===== src/rtl/fifo_fwft_reader.sv =====
`timescale 1ns/1ps
// Read-side adapter for the async FIFO: prefetches words into a small skid
// buffer and presents them as a first-word-fall-through valid/ready stream.
module fifo_fwft_reader #(
  parameter int DATA_WIDTH = 16,
  parameter int RD_LATENCY = 1,
  parameter int BUF_DEPTH  = 4
) (
  input  logic                       clk,
  input  logic                       rst_n,
  input  logic                       fifo_empty,
  output logic                       fifo_rd_en,
  input  logic [DATA_WIDTH-1:0]      fifo_rd_data,
  input  logic                       flush,
  output logic                       m_valid,
  output logic [DATA_WIDTH-1:0]      m_data,
  input  logic                       m_ready,
  output logic [$clog2(BUF_DEPTH):0] buf_count
);

  localparam int PW = $clog2(BUF_DEPTH);
  localparam int CW = PW + 1;
  localparam int IW = $clog2(RD_LATENCY + 1);
  localparam int SW = CW + 1;

  logic [DATA_WIDTH-1:0] mem_q [BUF_DEPTH];
  logic [DATA_WIDTH-1:0] mem_d [BUF_DEPTH];
  logic [PW-1:0]         rd_ptr_q, rd_ptr_d;
  logic [PW-1:0]         wr_ptr_q, wr_ptr_d;
  logic [CW-1:0]         count_q, count_d;
  logic [RD_LATENCY-1:0] sr_q, sr_d;
  logic [IW-1:0]         infl_q, infl_d;
  logic                  run_q, run_d;
  logic [SW-1:0]         credit_sum;
  logic                  rd_en;
  logic                  arrive;
  logic                  pop;

  always_comb begin
    credit_sum = SW'(count_q) + SW'(infl_q);
    // Credit is taken from registered occupancy only; a pop this cycle frees nothing yet.
    rd_en  = run_q & ~fifo_empty & ~flush & (credit_sum < SW'(BUF_DEPTH));
    arrive = sr_q[RD_LATENCY-1];
    pop    = (count_q != '0) & m_ready;

    run_d    = 1'b1;
    mem_d    = mem_q;
    rd_ptr_d = rd_ptr_q;
    wr_ptr_d = wr_ptr_q;
    count_d  = count_q + CW'(arrive) - CW'(pop);
    infl_d   = infl_q + IW'(rd_en) - IW'(arrive);
    sr_d     = RD_LATENCY'({sr_q, rd_en});

    if (pop) begin
      rd_ptr_d = rd_ptr_q + PW'(1);
    end
    if (arrive && !flush) begin
      mem_d[wr_ptr_q] = fifo_rd_data;
      wr_ptr_d        = wr_ptr_q + PW'(1);
    end

    // Clearing the in-flight bits is what keeps late words out after a flush.
    if (flush) begin
      rd_ptr_d = '0;
      wr_ptr_d = '0;
      count_d  = '0;
      infl_d   = '0;
      sr_d     = '0;
    end
  end

  always_ff @(posedge clk or negedge rst_n) begin
    if (!rst_n) begin
      run_q    <= 1'b0;
      mem_q    <= '{default: '0};
      rd_ptr_q <= '0;
      wr_ptr_q <= '0;
      count_q  <= '0;
      infl_q   <= '0;
      sr_q     <= '0;
    end else begin
      run_q    <= run_d;
      mem_q    <= mem_d;
      rd_ptr_q <= rd_ptr_d;
      wr_ptr_q <= wr_ptr_d;
      count_q  <= count_d;
      infl_q   <= infl_d;
      sr_q     <= sr_d;
    end
  end

  assign fifo_rd_en = rd_en;
  assign m_valid    = (count_q != '0);
  assign m_data     = mem_q[rd_ptr_q];
  assign buf_count  = count_q;

endmodule


===== config.mk =====
export PLATFORM = sky130hd
export DESIGN_NAME = fifo_fwft_reader
export DESIGN_NICKNAME = d
export VERILOG_FILES = /design/src/rtl/fifo_fwft_reader.sv
export SDC_FILE = /design/constraint.sdc
export NUM_CORES = 1
export LEC_CHECK = 0
export BUFFER_PORTS_ARGS = -buffer_cell sky130_fd_sc_hd__buf_2
export CORE_AREA = 3 3 85 87
export DETAILED_ROUTE_END_ITERATION = 8
export DIE_AREA = 0 0 88 90
export PLACE_DENSITY = 0.74
export SLEW_MARGIN = 0
export SYNTH_ARGS = -nofsm -noshare
export SYNTH_HDL_FRONTEND = slang
export SYNTH_SLANG_ARGS = --single-unit

===== constraint.sdc =====
create_clock -name clk -period 2.9 [get_ports clk]
set_input_delay 0.29 -clock clk [delete_from_list [all_inputs] [get_ports clk]]
set_output_delay 0.29 -clock clk [all_outputs]
set_load 0.01 [all_outputs]

==> impl_metrics.yaml <==
outcome:
  status: "finished, final reports clean"
route:
  drtIter0Drc: 64
  wire_per_inst_um: 18.5
  routed_wl_um: 6190
  vias_per_cell: 5.50
  drc_errors: 0
  num_vias: 1837
  firstDrtPassIters: 4
  drt.antenna.violating_nets: 0
worst_setup_path:
  start_kind: "flip-flop"
  crit_type: "flip-flop to primary output"
  worst_ep_required_time_ps: 2610
  critical_path.cell_chain: "buf_12 > mux4_2 > buf_2"
  cp_max_fo: 11
  r2r-start: "buf_count[1]"
  critical_path.top_delay_family: "flip-flops"
  critPathSlowestCell: "dfrtp_1"
  r2r-end: "buf_count[2]"
  reg2reg_slack_ps: 820
  slowest_delay_ps: 680
  rr_worst_depth: 8
  crit_arrival_ps: 1930
  crit_path_end_kind: "primary output"
  path_buf_inv: 2
die:
  num_rows: 29
  core_mm2: 0.00642
  die_x_um: 88
  die-height_um: 90
  io_pins: 42
  die_area_mm2: 0.00792
  start_util_pct: 55.1
placement:
  dp_hpwl_um: 4010
  io_buffers: 41
  gp_congestion: 0.696
worst_hold_path:
  min-delay-start: "fifo_rd_data[13]"
  holdPathEnd: "mem_q[61]"
  min_path_type: "input port to flip-flop"
  hold_depth: 2
sta:
  relSlewSlack_pct: 41.2
  finClkSkew_ps: 10.7
  min_period_over_period_pct: 76.4
  setup_viol: 0
  min_period_ps: 2220
  hold_slack_ps: 215
  worst_slew_pin_slew_ps: 883
  hold_viol_final: 0
  setup_tns_ps: 0
  max_freq_ghz: 0.451
  drv_slew: 0
  rsz0062_at_grt: "false"
run:
  cap_violations: 0
yosys:
  synthDistinctLibCells: 28
  synth_seq_cells: 74
  syn_avg_cell_area_um2: 17.1
  synth.net_count: 236
  ys.warnings.count: 0
  netlist_area_mm2: 0.00354
  synth_cells: 207
  yosysSeqAreaShare_pct: 52.3
grt:
  grt_use_total_pct: 17.0
  grt_max_degree: 45
  grt_pass1_wl_um: 10200
  first_global_vias: 1943
  overflow: 0
  antenna_found_initial: 0
clock_network:
  cts_tree: "done"
  postCtsSetupRepairBufs: 0
  cts_root_buffer: "clkbuf_8"
  cts_resized: 0
  clock_latency_ps: 350
  path_clk_slew_ps: 90
  htree_levels: 3
  clock-sinks: 74
  hold_buffers: 1
  cts_buffers: 9
  clk_path_buf_depth: 2
power:
  power.density_mw_per_mm2: 815
  vdd.ir_drop.worst_v: 0.000412
  power.total_mw: 3.31
  p_leak_nw: 2.10
finish:
  n_antenna_cell: 0
  fin_util_pct: 63.1
  fin_nets: 281
  synthToLayoutAreaGrowth_pct: 14.6
  drive_gt1_share_pct: 58.0
## kinds of logic (layout without fill, tap and decap cells)
kind of cell | after synthesis | in the layout | synth area share, %
muxes | 82 | 82 | 35.4
DFF | 74 | 74 | 52.3
and+or+nand+nor | 17 | 17 | 3.18
buffers and inverters | 15 | 65 | 2.90
adders and majority gates | 8 | 8 | 3.04
AOI/OAI and AO/OA | 5 | 5 | 1.80
xor gates and xnor gates | 5 | 5 | 1.24
other | 1 | 1 | 0.106
## cell usage in the layout, fill, tap and decap left out
master and count:
dfrtp_1 74, buf_2 41, mux2_4 40, mux2_2 25
mux4_2 16, clkbuf_8 9, nor2_1 7, ha_1 7
inv_1 5, xnor2_1 4, nand2_4 4, clkinv_4 3
bufinv_16 3, buf_12 2, o31a_2 1, nor2b_1 1
a31o_2 1, nand4_1 1, and3_2 1, nand2b_1 1
a2111oi_4 1, or3_2 1, a2111oi_0 1, and2b_1 1
o311ai_0 1, xor2_1 1, mux2i_1 1, fa_1 1
inv_6 1, dlygate4sd3_1 1, conb_1 1
## report_power, final
group | internal, mW | leakage, nW | switching, mW
Sequential | 1.21 | 0.990 | 0.165
Combinational | 0.593 | 0.985 | 0.356
Clock | 0.579 | 0.124 | 0.402
## worst max-delay path by stage
| stage | startpoint | end | slack (ps) | cells after the start |
|---|---|---|---|---|
| finish | rd_ptr_q[0] | m_data[10] | 680 | 3 |
| global route | rd_ptr_q[0] | m_data[5] | 560 | 3 |
| CTS | rd_ptr_q[0] | m_data[5] | 620 | 3 |
| detailed placement | buf_count[1] | buf_count[2] | 850 | 8 |
| global placement | buf_count[1] | buf_count[2] | 890 | 8 |
| floorplan | buf_count[1] | buf_count[2] | 890 | 8 |
## stage by stage
stage / instance area (um^2) / std cells / setup slack [ps]
4_1_cts: 4060 / 334 / 617
2_1_floorplan: 3540 / 207 / 892
5_1_grt: 4060 / 334 / 555
3_3_place_gp: 3800 / 317 / 889
3_5_place_dp: 3800 / 317 / 849
6_report: 4060 / 334 / 683
## flip-flops by register name (all words and copies together) (netlist names)
register and count:
infl_q 1, buf_count 3, mem_q 64, run_q 1, arrive 1, wr_ptr_q 2, rd_ptr_q 2
## area by class of cell
class                      count  area, um^2
clock buffer                   9         124
clock inverter                 7         125
fill                         480        2370
inverter                       5        18.8
multi-input combinational    118        1580
sequential                    74        1850
tap                           77        96.3
timing repair buffer          44         255
## Yosys cell counts
cell type	n	share of area, %
o311ai_0	1	0.25
buf_4	2	0.42
and3_2	1	0.21
clkbuf_1	2	0.21
o31a_2	1	0.28
nor2b_1	1	0.18
a31o_2	1	0.25
buf_6	5	1.6
nor2_1	7	0.74
a2111oi_0	1	0.25
a2111oi_4	1	0.78
mux2_2	25	8.0
or3_2	1	0.21
xor2_1	1	0.25
mux4_2	16	10
ha_1	7	2.5
nand2b_1	1	0.18
buf_2	1	0.14
mux2i_1	1	0.28
fa_1	1	0.57
inv_1	5	0.53
xnor2_1	4	0.99
dfrtp_1	74	52
mux2_4	40	17
and2b_1	1	0.21
nand4_1	1	0.18
nand2_4	4	1.3
conb_1	1	0.11
## layer usage
layer  up-vias  GRT usage [%]  share of wire [%]
met5         -              0                  0
met4         0           4.22                1.0
met2        35           26.1                 49
met1       947           23.2                 46
li1        849              -                  -
met3         6           5.85                4.6
Note: power is estimated with default switching activity, not from simulation.
